<file path="config.mk">
export PLATFORM = sky130hd
export DESIGN_NAME = line_job_sequencer
export DESIGN_NICKNAME = d
export VERILOG_FILES = /design/src/rtl/line_job_pkg.sv /design/src/rtl/line_job_sequencer_cmd_fifo.sv /design/src/rtl/line_job_sequencer.sv
export SDC_FILE = /design/constraint.sdc
export NUM_CORES = 1
export LEC_CHECK = 0
export ABC_AREA = 1
export BUFFER_PORTS_ARGS = -buffer_cell sky130_fd_sc_hd__buf_2
export CAP_MARGIN = 0
export CORE_MARGIN = 2
export CORE_UTILIZATION = 62
export DETAILED_ROUTE_END_ITERATION = 8
export HOLD_SLACK_MARGIN = 0.12
export PLACE_DENSITY = 0.85
export SKIP_CTS_REPAIR_TIMING = 1
export SLEW_MARGIN = 20
export SYNTH_ARGS = -nofsm -noshare
export SYNTH_HDL_FRONTEND = slang
export SYNTH_SLANG_ARGS = --single-unit
</file>
<file path="constraint.sdc">
create_clock -name clock -period 11.02 [get_ports clock]
set_input_delay 2.204 -clock clock [delete_from_list [all_inputs] [get_ports clock]]
set_output_delay 2.204 -clock clock [all_outputs]
set_load 0.005 [all_outputs]
</file>
<file path="src/rtl/line_job_pkg.sv">
// line_job_pkg: shared types for the line job sequencer slice.
package line_job_pkg;
    localparam int COORD_W = 11;

    typedef struct packed {
        logic [COORD_W-1:0] x0;
        logic [COORD_W-1:0] y0;
        logic [COORD_W-1:0] x1;
        logic [COORD_W-1:0] y1;
        logic               color;
    } line_cmd_t;

    typedef enum logic [1:0] {IDLE, LAUNCH, DRAW, CLEAR} ljs_state_t;
endpackage

</file>
<file path="src/rtl/line_job_sequencer_cmd_fifo.sv">
// cmd_fifo: show-ahead synchronous FIFO of line commands with a synchronous flush.
module cmd_fifo
    import line_job_pkg::*;
#(
    parameter int DEPTH = 4
) (
    input  logic      clock,
    input  logic      reset,
    input  logic      flush_i,
    input  logic      push_i,
    input  logic      pop_i,
    input  line_cmd_t push_data_i,
    output line_cmd_t head_o,
    output logic      full_o,
    output logic      empty_o
);
    localparam int AW = $clog2(DEPTH);

    line_cmd_t     mem_q [DEPTH];
    logic [AW-1:0] wr_q, wr_d, rd_q, rd_d;
    logic [AW:0]   cnt_q, cnt_d;
    logic          do_push, do_pop;

    assign full_o  = cnt_q[AW];
    assign empty_o = cnt_q == '0;
    assign do_pop  = pop_i && !empty_o;
    // a pop frees the slot being written, so push-while-full is safe alongside a pop
    assign do_push = push_i && (!full_o || do_pop);
    assign head_o  = mem_q[rd_q];

    always_comb begin
        wr_d  = flush_i ? '0 : wr_q + AW'(do_push);
        rd_d  = flush_i ? '0 : rd_q + AW'(do_pop);
        cnt_d = flush_i ? '0 : cnt_q + (AW+1)'(do_push) - (AW+1)'(do_pop);
    end

    always_ff @(posedge clock) begin
        if (reset) begin
            wr_q  <= '0;
            rd_q  <= '0;
            cnt_q <= '0;
        end else begin
            wr_q  <= wr_d;
            rd_q  <= rd_d;
            cnt_q <= cnt_d;
        end
    end

    always_ff @(posedge clock) begin
        if (do_push && !flush_i) mem_q[wr_q] <= push_data_i;
    end
endmodule

</file>
<file path="src/rtl/line_job_sequencer.sv">
// line_job_sequencer: queues line commands for line_drawer and arbitrates the framebuffer write port with a clear scan.
// Define LJS_FLUSH_ON_CLEAR_EN to drop queued commands on entering CLEAR and refuse commands during it.
module line_job_sequencer
    import line_job_pkg::*;
#(
    parameter int DEPTH    = 4,
    parameter int SCREEN_W = 640,
    parameter int SCREEN_H = 480
) (
    input  logic               clock,
    input  logic               reset,
    input  logic               cmd_valid,
    output logic               cmd_ready,
    input  logic [COORD_W-1:0] cmd_x0,
    input  logic [COORD_W-1:0] cmd_y0,
    input  logic [COORD_W-1:0] cmd_x1,
    input  logic [COORD_W-1:0] cmd_y1,
    input  logic               cmd_color,
    input  logic               clear_req,
    output logic               ld_start,
    output logic [COORD_W-1:0] ld_x0,
    output logic [COORD_W-1:0] ld_y0,
    output logic [COORD_W-1:0] ld_x1,
    output logic [COORD_W-1:0] ld_y1,
    input  logic               ld_pix_valid,
    input  logic [COORD_W-1:0] ld_x,
    input  logic [COORD_W-1:0] ld_y,
    input  logic               ld_done,
    output logic [COORD_W-1:0] fb_x,
    output logic [COORD_W-1:0] fb_y,
    output logic               fb_color,
    output logic               fb_write,
    output logic               busy
);
    ljs_state_t         state_q, state_d;
    line_cmd_t          ld_q, ld_d, head, in_cmd;
    logic               pend_q, pend_d;
    logic [COORD_W-1:0] cx_q, cx_d, cy_q, cy_d;
    logic               full, empty, push, pop, flush, x_end, last;

    assign in_cmd = {cmd_x0, cmd_y0, cmd_x1, cmd_y1, cmd_color};
    assign x_end  = cx_q == COORD_W'(SCREEN_W - 1);
    assign last   = state_q == CLEAR && x_end && cy_q == COORD_W'(SCREEN_H - 1);
    assign push   = cmd_valid && cmd_ready;
    assign pop    = state_q == LAUNCH;
`ifdef LJS_FLUSH_ON_CLEAR_EN
    assign flush  = state_q == IDLE && pend_q;
`else
    assign flush  = 1'b0;
`endif

    cmd_fifo #(.DEPTH(DEPTH)) u_fifo (
        .clock      (clock),
        .reset      (reset),
        .flush_i    (flush),
        .push_i     (push),
        .pop_i      (pop),
        .push_data_i(in_cmd),
        .head_o     (head),
        .full_o     (full),
        .empty_o    (empty)
    );

    always_ff @(posedge clock) begin
        if (reset) begin
            state_q <= IDLE;
            ld_q    <= '0;
            pend_q  <= 1'b0;
            cx_q    <= '0;
            cy_q    <= '0;
        end else begin
            state_q <= state_d;
            ld_q    <= ld_d;
            pend_q  <= pend_d;
            cx_q    <= cx_d;
            cy_q    <= cy_d;
        end
    end

    always_comb begin
        state_d = state_q;
        unique case (state_q)
            IDLE:    state_d = pend_q ? CLEAR : (!empty ? LAUNCH : IDLE);
            LAUNCH:  state_d = DRAW;
            DRAW:    state_d = ld_done ? IDLE : DRAW;
            CLEAR:   state_d = last ? IDLE : CLEAR;
        endcase
        // head is captured on the way into LAUNCH so ld_* is already valid while ld_start is high
        ld_d   = (state_q == IDLE && !pend_q && !empty) ? head : ld_q;
        pend_d = !last && (pend_q || clear_req);
        cx_d   = (state_q != CLEAR || x_end) ? '0 : cx_q + 1'b1;
        cy_d   = (state_q != CLEAR || last) ? '0 : (x_end ? cy_q + 1'b1 : cy_q);
    end

    always_comb begin
        ld_start = state_q == LAUNCH;
        fb_write = state_q == CLEAR || (state_q == DRAW && ld_pix_valid);
        fb_x     = state_q == CLEAR ? cx_q : (state_q == DRAW ? ld_x : '0);
        fb_y     = state_q == CLEAR ? cy_q : (state_q == DRAW ? ld_y : '0);
        fb_color = state_q == DRAW && ld_q.color;
        busy     = state_q != IDLE || !empty;
`ifdef LJS_FLUSH_ON_CLEAR_EN
        cmd_ready = !full && state_q != CLEAR;
`else
        cmd_ready = !full;
`endif
    end

    assign ld_x0 = ld_q.x0;
    assign ld_y0 = ld_q.y0;
    assign ld_x1 = ld_q.x1;
    assign ld_y1 = ld_q.y1;
endmodule

</file>
Word level (Yosys, flattened, before mapping)
Memory sizes are Yosys's and may differ from the RTL's. A register that Yosys moved wholly into a read port is not among the register bits.
Index checks and enable logic that the tools add are counted.
W data, S select, Z words.
{"block": "totals", "reg_bits": 32, "latch_bits": 0, "ramBits": 180, "romBits": 0, "inputBits": 73, "out_inout_bits": 71, "word_cells": 56, "n_memories": 1}
{"memory": "u_fifo.mem_q", "words": 4, "width": 45, "read_ports": 1, "rd_ports_with_merged_regs": 1, "wr": 1, "line": "line_job_sequencer_cmd_fifo.sv:19", "text": "line_cmd_t mem_q [DEPTH];"}
{"block": "op_classes", "n_addsub": 6, "n_mul": 0, "n_div": 0, "n_lt_le_gt_ge": 0, "n_eq_ne": 6, "shift": 0, "muxes": 11, "bitwise": 0, "reduce_logical": 25}
{"operator": "$mux W11", "count": 4}
{"operator": "$add A11 B1 Y11 const B", "count": 2}
{"operator": "$eq A11 B10 Y1 const B", "count": 1}
{"operator": "$eq A11 B9 Y1 const B", "count": 1}
{"operator": "$logic_and A1 B1 Y1", "count": 10}
{"operator": "$pmux W2 S4", "count": 1}
{"operator": "$logic_or A1 B1 Y1", "count": 6}
{"operator": "$mux W2", "count": 3}
{"operator": "$add A2 B1 Y2", "count": 2}
{"operator": "$eq A2 B2 Y1 const B", "count": 2}
{"operator": "$logic_not A1 Y1", "count": 4}
{"operator": "$reduce_or A2 Y1", "count": 2}
{"operator": "$add A3 B1 Y3", "count": 1}
{"operator": "$logic_not A3 Y1", "count": 1}
{"operator": "$mux W1", "count": 3}
{"operator": "$sub A3 B1 Y3", "count": 1}
{"operator": "$eq A2 B1 Y1 const B", "count": 1}
{"operator": "$logic_not A2 Y1", "count": 1}
{"operator": "$ne A2 B2 Y1 const B", "count": 1}
{"operator": "$reduce_bool A2 Y1", "count": 1}

Logic depth before layout (Yosys ltp)
{"block": "depth", "depth_word": 7, "mapped_depth": 11, "depth_no_buf": 10}

Modules after synthesis
A second synthesis with hierarchy kept.
{"block": "unflattened", "hier_cells": 978, "hier_area_um2": 10551.4}
{"module": "cmd_fifo", "n_inst": 1, "cells_per_inst": 487, "area_per_inst_um2": 7063.0, "seq_area_each_um2": 5545.3}
{"module": "line_job_sequencer", "n_inst": 1, "cells_per_inst": 491, "area_per_inst_um2": 3488.3, "seq_area_each_um2": 1401.3}

Worst setup path before layout
No wires, ideal clock.
{"block": "synth_path", "path_kind": "input-to-reg", "start": "in cmd_valid", "end": "mem u_fifo.mem_q[0][0] in the netlist's numbering (enable)", "setup_time_ns": 0.503, "t_arrival_ns": 5.384, "required_time_ns": 10.517, "slack_ns": 5.133, "stages": 2, "path_buffers": 0, "cell_sequence": "nand2_1 -> nor3_1"}
{"block": "synth_via", "elab_chain_len": 4}
{"element": "start: declaration", "line": "line_job_sequencer.sv:12", "text": "input logic cmd_valid,"}
{"element": "$logic_and A1 B1 Y1", "line": "line_job_sequencer.sv:44", "text": "assign push = cmd_valid && cmd_ready;"}
{"element": "$logic_and A1 B1 Y1", "line": "line_job_sequencer_cmd_fifo.sv:28", "text": "assign do_push = push_i && (!full_o || do_pop);"}
{"element": "$mux W1", "line": "line_job_sequencer_cmd_fifo.sv:50", "text": "if (do_push && !flush_i) mem_q[wr_q] <= push_data_i;"}
{"element": "$mux W1 (not written as such)", "line": "line_job_sequencer_cmd_fifo.sv:50"}
{"element": "end: declaration", "line": "line_job_sequencer_cmd_fifo.sv:19"}
No other way between the ends.

Worst setup path in the final report
{"block": "layout_path", "start": "in ld_x[10]", "end": "out fb_x[10]"}
{"block": "layout_via", "elab_chain_len": 2}
{"element": "start: declaration", "line": "line_job_sequencer.sv:26", "text": "input logic [COORD_W-1:0] ld_x,"}
{"element": "$mux W11 (2 in series)", "line": "line_job_sequencer.sv:98", "text": "fb_x = state_q == CLEAR ? cx_q : (state_q == DRAW ? ld_x : '0);"}
{"element": "end: declaration", "line": "line_job_sequencer.sv:29", "text": "output logic [COORD_W-1:0] fb_x,"}
No other way between the ends.

==> impl_metrics.yaml <==
status:
  outcome: "completed"
die:
  die_area_mm2: 0.0178
  num_io_pins: 144
  die_x_um: 134
  initial_utilization_pct: 63.0
  rows: 47
  dieHeight_um: 134
  core-area_mm2: 0.0165
timing:
  hold_ws_ns: 0.481
  worst_slew_pin_slew_ns: 1.06
  min_period_over_period_pct: 43.8
  setup_tns_ns: 0
  rsz0062_at_grt: "no"
  hold_violations: 0
  finalSetupViolations: 0
  final.setup_skew_ns: 0.0227
  slew_headroom_pct: 29.4
  layout_min_cycle_time_ns: 4.83
  maxSlewViolCount: 0
  clock.fmax_mhz: 207
setup_path:
  end_kind: "primary output"
  start_kind: "input pin"
  r2r_end: "u_fifo.cnt_q[2]$_SDFF_PP0_"
  cp_slowest_stage_delay_ns: 0.14
  crit_arrival_ns: 2.63
  required_ns: 8.82
  critPathKind: "input pin to primary output"
  rr_worst_depth: 10
  cpMostUsedCell: "buf_2"
  r2r_start: "state_q[0]$_SDFF_PP0_"
  cp_slowest_cell: "buf_2"
  r2r_slack_ns: 8.08
  worstPathMaxFanout: 1
  crit_chain: "buf_2 -> nand3_1 -> o21ai_0 -> buf_2"
hold_path:
  hp-class: "register to register"
  hold_path_end: "cx_q[7]$_SDFF_PP0_"
  worst_hold_path.num_cells: 2
  min-delay-start: "cx_q[7]$_SDFF_PP0_"
placed_design:
  hpwlAfterDp_um: 12100
  port_buffers: 143
  place_congestion: 0.863
logic_synthesis:
  yosys_warnings: 0
  syn_area_mm2: 0.0104
  syn_inst: 968
  synthAdderAreaFrac_pct: 0.913
  seq_area_frac_synth_pct: 66.7
  syn_nets: 1048
  muxShareOfSynthArea_pct: 0
  yosysUniqueCellTypes: 36
  ys_seq_elements: 257
  yosysTopAreaCell: "edfxtp_1"
  synth_compound_area_share_pct: 10.8
  synth_area_per_cell_um2: 10.8
  synthSimpleGateAreaFrac_pct: 14.0
  yosys.area.top_type_share_pct: 51.9
  synth_area_leaders: "edfxtp_1 (52%), dfxtp_1 (15%), nor2_1 (7.6%)"
  synth_xor_area_share_pct: 0.505
  synth_top_family_by_area: "simple AND/OR/NAND/NOR gates"
cells_and_area:
  area_delta_synth_final_pct: 13.4
  drive_gt1_share_pct: 20.2
  nets: 1130
  finish.utilization_pct: 71.5
cts:
  cts_root_buffer: "clkbuf_16"
  clock_latency_ns: 0.53
  clockBufferDepth: 3
  cts_tree: "built"
  cts_buffers: 26
  path_clk_slew_ns: 0.06
  cts.htree.levels: 1
  clock_sinks: 257
drt:
  drcViolationCount: 0
  wirelength_um: 21500
  antenna_left: 0
  vias_per_cell: 5.59
  vias: 7228
  first_pass_iters: 5
  initialDrtViolationCount: 590
  wl_per_cell_um: 16.7
global_route:
  antenna_found_initial: 3
  first_global_vias: 6796
  grt_pass1_wl_um: 33800
  grt_max_degree: 93
  grt_overflow: 0
  gr-usage-all-layers_pct: 23.9
run:
  maxCapViolCount: 0
power_and_ir_drop:
  leakagePower_nw: 4.48
  power.density_cell_area_mw_per_mm2: 225
  max-vdd-ir-drop_v: 0.000180
## synth_stat cells
| cell | number |
|---|---|
| nor3_2 | 1 |
| ha_1 | 6 |
| buf_6 | 1 |
| dfxtp_1 | 77 |
| buf_2 | 18 |
| buf_4 | 50 |
| o21a_1 | 1 |
| clkbuf_1 | 25 |
| nor3_1 | 9 |
| xor2_1 | 2 |
| nand3_1 | 42 |
| inv_1 | 38 |
| a21oi_1 | 11 |
| nand4_1 | 7 |
| edfxtp_1 | 180 |
| nor3b_2 | 1 |
| and3_1 | 1 |
| nand2_1 | 62 |
| a31oi_1 | 45 |
| clkinv_1 | 1 |
| buf_1 | 1 |
| nand2_2 | 3 |
| fa_1 | 1 |
| o21ai_0 | 123 |
| nor2_4 | 1 |
| nor2_8 | 1 |
| inv_2 | 2 |
| nand3b_1 | 1 |
| xnor2_1 | 4 |
| nor4_1 | 1 |
| nor3b_1 | 1 |
| clkbuf_2 | 1 |
| nor2_2 | 3 |
| nor2_1 | 212 |
| o21ai_1 | 34 |
| nand3_2 | 1 |
## per-stage QoR
| step | instance area, µm² | instances | power, W | worst slack, ns |
|---|---|---|---|---|
| floorplan | 10400 | 968 | 0.00167 | 5.13 |
| global placement | 10900 | 1242 | 0.00175 | 6.21 |
| detailed placement | 10900 | 1242 | 0.00178 | 6.20 |
| CTS | 11800 | 1290 | 0.00268 | 6.19 |
| global route | 11800 | 1291 | 0.00279 | 6.12 |
| finish | 11800 | 1292 | 0.00266 | 6.19 |
## how the worst max path moves through the flow
stage | slack (ns) | depth (start not counted) | to | start
2_1_floorplan | 5.13 | 2 | u_fifo.mem_q[0][0]$_DFFE_PP_ | cmd_valid
3_3_place_gp | 6.21 | 4 | fb_x[6] | ld_x[6]
3_5_place_dp | 6.20 | 4 | fb_x[10] | ld_x[10]
4_1_cts | 6.19 | 4 | fb_x[10] | ld_x[10]
5_1_grt | 6.12 | 5 | fb_y[1] | state_q[1]$_SDFF_PP0_
6_report | 6.19 | 4 | fb_x[10] | ld_x[10]
## flip-flops by register name, indices dropped and copies added, names as in the netlist, 2 cells and up
signal        cells
u_fifo.mem_q    180
cx_q             11
cy_q             11
ld_x0            11
ld_x1            11
ld_y0            11
ld_y1            11
u_fifo.cnt_q      3
state_q           2
u_fifo.rd_q       2
u_fifo.wr_q       2
## cells by family (layout without fill, tap and decap cells)
family | Yosys count | in the layout
and+or+nand+nor | 347 | 347
adders and majority gates | 7 | 7
AOI/OAI and AO/OA | 214 | 214
DFF | 257 | 257
buffers and inverters | 137 | 239
other | 0 | 2
xor gates and xnor gates | 6 | 6
## layer usage
layer	GRT usage [%]	routed length (µm)
met1	31.2	8850
met2	40.7	10600
met3	4.64	1740
met4	7.57	367
met5	0	15
## critical path, delay by kind of cell
kind,cells,cell delay [ns]
AOI/OAI and AO/OA,1,0.12
buffers and inverters,2,0.24
and+or+nand+nor,1,0.07
## placed cells by master (no fill, tap or decap), drive strengths merged
cell type,count
nand2,65
clkbuf,29
xnor2,4
o21a,1
nor4,1
nand3,43
bufinv,4
nor2,217
and3,1
xor2,2
nor3,10
fa,1
nand3b,1
buf,150
clkinvlp,2
nor3b,2
diode,2
a21oi,11
clkinv,14
edfxtp,180
a31oi,45
o21ai,157
ha,6
dfxtp,77
nand4,7
inv,40
## final cells by class
cell class,instances,area [µm²]
Sequential cell,257,6950
Clock inverter,19,214
Fill cell,1132,4710
Tap cell,220,275
Inverter,41,154
Antenna cell,2,5.00
Timing Repair Buffer,150,768
Multi-Input combinational cell,574,2760
Clock buffer,29,682
## where the power goes
part	internal, W	switching (W)
Combinational	0.000174	0.000306
Sequential	0.00118	0.0000980
Clock	0.000541	0.000360
No activity file was read; power rests on OpenSTA's default activity.
